[config.mk]
export PLATFORM = sky130hd
export DESIGN_NAME = ftdi_tx_writer
export DESIGN_NICKNAME = d
export VERILOG_FILES = /design/src/rtl/ftdi_tx_writer.sv
export SDC_FILE = /design/constraint.sdc
export NUM_CORES = 1
export LEC_CHECK = 0
export CORE_ASPECT_RATIO = 0.9
export CORE_UTILIZATION = 50
export DETAILED_ROUTE_END_ITERATION = 8
export HOLD_SLACK_MARGIN = 0.08
export MAX_ROUTING_LAYER = met4
export PLACE_DENSITY = 0.8
export SKIP_CTS_REPAIR_TIMING = 1
export SYNTH_ARGS = -nofsm -noshare
export SYNTH_HDL_FRONTEND = slang
export SYNTH_SLANG_ARGS = --single-unit
[constraint.sdc]
create_clock -name clk -period 2 [get_ports clk]
set_input_delay 0.6 -clock clk [delete_from_list [all_inputs] [get_ports clk]]
set_output_delay 0.6 -clock clk [all_outputs]
set_load 0.05 [all_outputs]
[src/rtl/ftdi_tx_writer.sv]
`default_nettype none
// ============================================================================
// Module   : ftdi_tx_writer
// Purpose  : Pops 16-bit words from the SDRAM read-back FIFO and writes them
//            as two bytes into the FT2232H synchronous 245 FIFO port.
//            Build option FTDI_TX_SWAP_EN sends the high byte first.
// Revision : 1.0 - initial release
// ============================================================================
module ftdi_tx_writer #(
    parameter int CNT_W = 32
) (
    input  logic             clk,
    input  logic             n_rst,
    input  logic             enable,
    input  logic [15:0]      fifo_q,
    input  logic             fifo_empty,
    output logic             fifo_rdreq,
    input  logic             ftxe,
    output logic             fwr_n,
    output logic [7:0]       fu_d_out,
    output logic             fu_d_oe,
    output logic             busy,
    output logic [CNT_W-1:0] bytes_sent
);

    typedef enum logic [2:0] {
        IDLE   = 3'd0,
        REQ    = 3'd1,
        LATCH  = 3'd2,
        SEND_A = 3'd3,
        SEND_B = 3'd4
    } state_t;

    state_t           r_state;
    state_t           w_state_nxt;
    logic [15:0]      r_word;
    logic [15:0]      w_word_nxt;
    logic             r_rdreq;
    logic             w_rdreq_nxt;
    logic             r_fwr_n;
    logic             w_fwr_n_nxt;
    logic [7:0]       r_data;
    logic [7:0]       w_data_nxt;
    logic             r_oe;
    logic             w_oe_nxt;
    logic [CNT_W-1:0] r_cnt;
    logic [CNT_W-1:0] w_cnt_nxt;
    logic             w_accept;

`ifdef FTDI_TX_SWAP_EN
    function automatic logic [7:0] first_byte(input logic [15:0] w);
        return w[15:8];
    endfunction
    function automatic logic [7:0] second_byte(input logic [15:0] w);
        return w[7:0];
    endfunction
`else
    function automatic logic [7:0] first_byte(input logic [15:0] w);
        return w[7:0];
    endfunction
    function automatic logic [7:0] second_byte(input logic [15:0] w);
        return w[15:8];
    endfunction
`endif

    // A byte moves only when our registered strobe and the FTDI's TXE# are both low.
    assign w_accept = ~r_fwr_n & ~ftxe;

    always_ff @(posedge clk) begin
        if (!n_rst) begin
            r_state <= IDLE;
            r_word  <= 16'h0000;
            r_rdreq <= 1'b0;
            r_fwr_n <= 1'b1;
            r_data  <= 8'h00;
            r_oe    <= 1'b0;
            r_cnt   <= '0;
        end else begin
            r_state <= w_state_nxt;
            r_word  <= w_word_nxt;
            r_rdreq <= w_rdreq_nxt;
            r_fwr_n <= w_fwr_n_nxt;
            r_data  <= w_data_nxt;
            r_oe    <= w_oe_nxt;
            r_cnt   <= w_cnt_nxt;
        end
    end

    always_comb begin
        w_state_nxt = r_state;
        w_word_nxt  = r_word;
        w_rdreq_nxt = 1'b0;
        w_fwr_n_nxt = r_fwr_n;
        w_data_nxt  = r_data;
        w_oe_nxt    = r_oe;
        w_cnt_nxt   = r_cnt;

        case (r_state)
            IDLE: begin
                w_fwr_n_nxt = 1'b1;
                w_oe_nxt    = 1'b0;
                if (enable && !fifo_empty) begin
                    w_state_nxt = REQ;
                    w_rdreq_nxt = 1'b1;
                end
            end
            REQ: begin
                w_state_nxt = LATCH;
            end
            LATCH: begin
                // Read data from the normal-mode FIFO is valid in this cycle only.
                w_word_nxt  = fifo_q;
                w_data_nxt  = first_byte(fifo_q);
                w_fwr_n_nxt = 1'b0;
                w_oe_nxt    = 1'b1;
                w_state_nxt = SEND_A;
            end
            SEND_A: begin
                if (w_accept) begin
                    w_cnt_nxt   = r_cnt + CNT_W'(1);
                    w_data_nxt  = second_byte(r_word);
                    w_state_nxt = SEND_B;
                end
            end
            SEND_B: begin
                if (w_accept) begin
                    w_cnt_nxt   = r_cnt + CNT_W'(1);
                    w_fwr_n_nxt = 1'b1;
                    w_oe_nxt    = 1'b0;
                    w_state_nxt = IDLE;
                end
            end
            default: begin
                w_state_nxt = IDLE;
                w_word_nxt  = 16'h0000;
                w_fwr_n_nxt = 1'b1;
                w_data_nxt  = 8'h00;
                w_oe_nxt    = 1'b0;
                w_cnt_nxt   = '0;
            end
        endcase
    end

    assign fifo_rdreq = r_rdreq;
    assign fwr_n      = r_fwr_n;
    assign fu_d_out   = r_data;
    assign fu_d_oe    = r_oe;
    assign busy       = (r_state != IDLE);
    assign bytes_sent = r_cnt;

endmodule
`default_nettype wire
==> results.toml <==
[outcome]
status = "finished, final reports clean"

[cells_and_area]
layout.cells.non_filler = 467
layout_commonest_cell = "buf_4"
nFillCells = 431
drive_gt1_frac = 0.253
area_growth_syn_to_layout_pct = 33.0
multi_input_area_mm2 = 0.00156
final_core_util = 0.691
final_area_mm2 = 0.00365
final_cell_mix = "buf_4 (67), dfxtp_1 (41), nor2_1 (31), mux2i_1 (28), nand2_1 (25)"
n_antenna_cell = 0
register_area_mm2 = 0.00110
nets = 421

[synthesis]
syn_area_per_cell_um2 = 8.48
synth_top_family_by_area = "simple AND/OR/NAND/NOR gates"
synthArstFlopShare = 0
synth.cell_area_mm2 = 0.00275
synth-adder-area-share = 0.00456
yosysSeqAreaShare = 0.394
synthTopCellsByArea = "dfxtp_1 (39%), mux2i_1 (10%), nor2_1 (4.2%)"
netlist_instances = 324
synth_nets = 346
ys_ff_latch = 54
synth.distinct_cells = 40
synth_compound_area_frac = 0.153
synthSimpleGateAreaFrac = 0.292
muxShareOfSynthArea = 0.102
synth_xor_area_frac = 0.00957
yosys.area.top_type_share = 0.394
synthFlopType = "dfxtp_1"
synth_edf_count = 0
synth_warnings = 0
yosysTopAreaCell = "dfxtp_1"

[grt]
grt_first_pass_wirelength_mm = 11.5
gr-total-overflow = 0
grtUsageMet1 = 0.395
grtUsageMet3 = 0.0377
grt_max_degree = 33
globalRouteMet2Util = 0.355
grt_pass1_vias = 2339
grt_usage = 0.260
antenna_found_initial = 0
grt_busiest_layer = "met1"

[critical_path]
critPathArrivalTime_ns = 1.36
crit_path_cell_trace = "buf_4 > or3_4 > buf_12"
crit_type = "flip-flop to output port"
cp_top_family = "simple AND/OR/NAND/NOR gates"
crit_fanout = 9
crit_path_start_kind = "flip-flop"
required_ns = 1.40
endpoint_kind = "output port"
crit_path_max_incr_delay_ns = 0.38
slowest_stage = "or3_4"
critPathBufInv = 2

[clocking]
cts.sinks = 54
htreeDepth = 2
clk_pin_slew_ns = 0.09
cts_tree = "done"
root_buffer = "clkbuf_8"
numCtsBuffers = 5
clk_latency_ns = 0.32
cts_buffer_depth = 2

[detailed_routing]
ant_nets = 0
wl_mm = 7.10
drc = 0
num_vias = 2707
via_per_inst = 5.80
wl_per_cell_um = 15.2
drt_iter0_drc = 155
dr.pass1.iters = 4

[sta]
whs_ns = 0.480
setup_viol = 0
fmax_ghz = 0.511
clock_skew_ns = 0.0127
grt_setup_unrepaired = "false"
finalCritPeriodShare = 0.978
maxSlewHeadroom = 0.687
final.setup.tns_ns = 0
timing.final.hold_violations = 0
period_needed_ns = 1.96
drv_slew = 0
timing.final.ws_setup_ns = 0.0448
worst_pin_slew_ns = 0.463

[power]
power.density_mw_per_mm2 = 582
power_frac_seq = 0.527
ir_worst_vdd_v = 0.000468
internal-power_mw = 1.55
combPwrFrac = 0.162
clock_power_share = 0.311
p_sw_frac = 0.270
p_leak_nw = 1.46
power.switching_mw = 0.574
power_mw = 2.12

[flow_run]
cap_violations = 0

[floorplan]
core_mm2 = 0.00529
io_pins = 65
std_cell_rows = 25
die_y_um = 72.3
die_w_um = 80.1
dieArea_mm2 = 0.00579
initial_core_util = 0.520

[placement]
placed_area_mm2 = 0.00353
dp_slack_ns = -0.515
dp_cells = 459
finalWeightedCongestion = 0.821
post-dp-hpwl_mm = 5.06
port-buffer-count = 64

[hold_path]
hold_class = "flip-flop to flip-flop"
==> Yosys cell counts (6+ instances only) <==
| master | count |
|---|---|
| a21oi_1 | 22 |
| a22oi_1 | 8 |
| a2bb2oi_1 | 8 |
| clkbuf_1 | 14 |
| dfxtp_1 | 54 |
| inv_1 | 6 |
| mux2i_1 | 28 |
| nand2_1 | 25 |
| nand3_1 | 10 |
| nand4_1 | 7 |
| nor2_1 | 31 |
| nor4_1 | 10 |
| o21ai_0 | 10 |
| o31ai_1 | 12 |
| or3_1 | 18 |
| or4_1 | 11 |
==> worst paths after layout <==
kind | slack (ns) | from | to | cells past startpoint
hold / removal | 0.48 | bytes_sent[31] | bytes_sent[31] | 2
setup reg to reg | 0.13 | bytes_sent[3] | bytes_sent[20] | 4
setup / recovery | 0.04 | r_state[0] | busy | 3
hold reg to reg | 0.48 | bytes_sent[31] | bytes_sent[31] | 2
==> sequential cells by signal, summed over array words and instances, names as in the netlist <==
signal      cells
bytes_sent     32
fu_d_out        8
r_word          8
r_state         3
fifo_rdreq      1
fu_d_oe         1
fwr_n           1
==> power groups by stage <==
stage | Sequential, mW | Clock, mW | Combinational (mW)
after global placement | 1.14 | 0 | 0.335
final | 1.12 | 0.661 | 0.344
after floorplan | 1.16 | 0 | 0.178
after detailed placement | 1.14 | 0 | 0.338
after CTS | 1.12 | 0.677 | 0.340
after global routing | 1.12 | 0.716 | 0.369
==> per-layer routing <==
metal | share of wire | up-vias | wire length [um]
met3 | 0.052 | 7 | 367
met1 | 0.49 | 1267 | 3470
met2 | 0.45 | 78 | 3200
li1 | - | 1355 | -
met5 | 0 | - | 0
met4 | 0.0092 | 0 | 65
==> area by class of cell <==
class                      count  area share
inverter                       6     0.00617
tap                           67      0.0230
multi-input combinational    241       0.428
sequential                    54       0.300
timing repair buffer          91       0.215
clock buffer                   6      0.0226
clock inverter                 2     0.00480
==> worst register-to-register path: cells and delay by family, from the launching register on <==
family / cells / cell delay, ns
simple gates: 3 / 1.30
flops: 1 / 0.39
compound gates: 1 / 0.14
==> logic make-up (layout without fill, tap and decap cells) <==
family | count (synthesis) | in the layout
flops | 54 | 54
buf+inv | 29 | 105
simple gates | 144 | 144
compound gates | 65 | 65
fa+ha+maj | 1 | 1
xor+xnor | 3 | 3
mux | 28 | 28
Power figures use the tool's default switching activity.
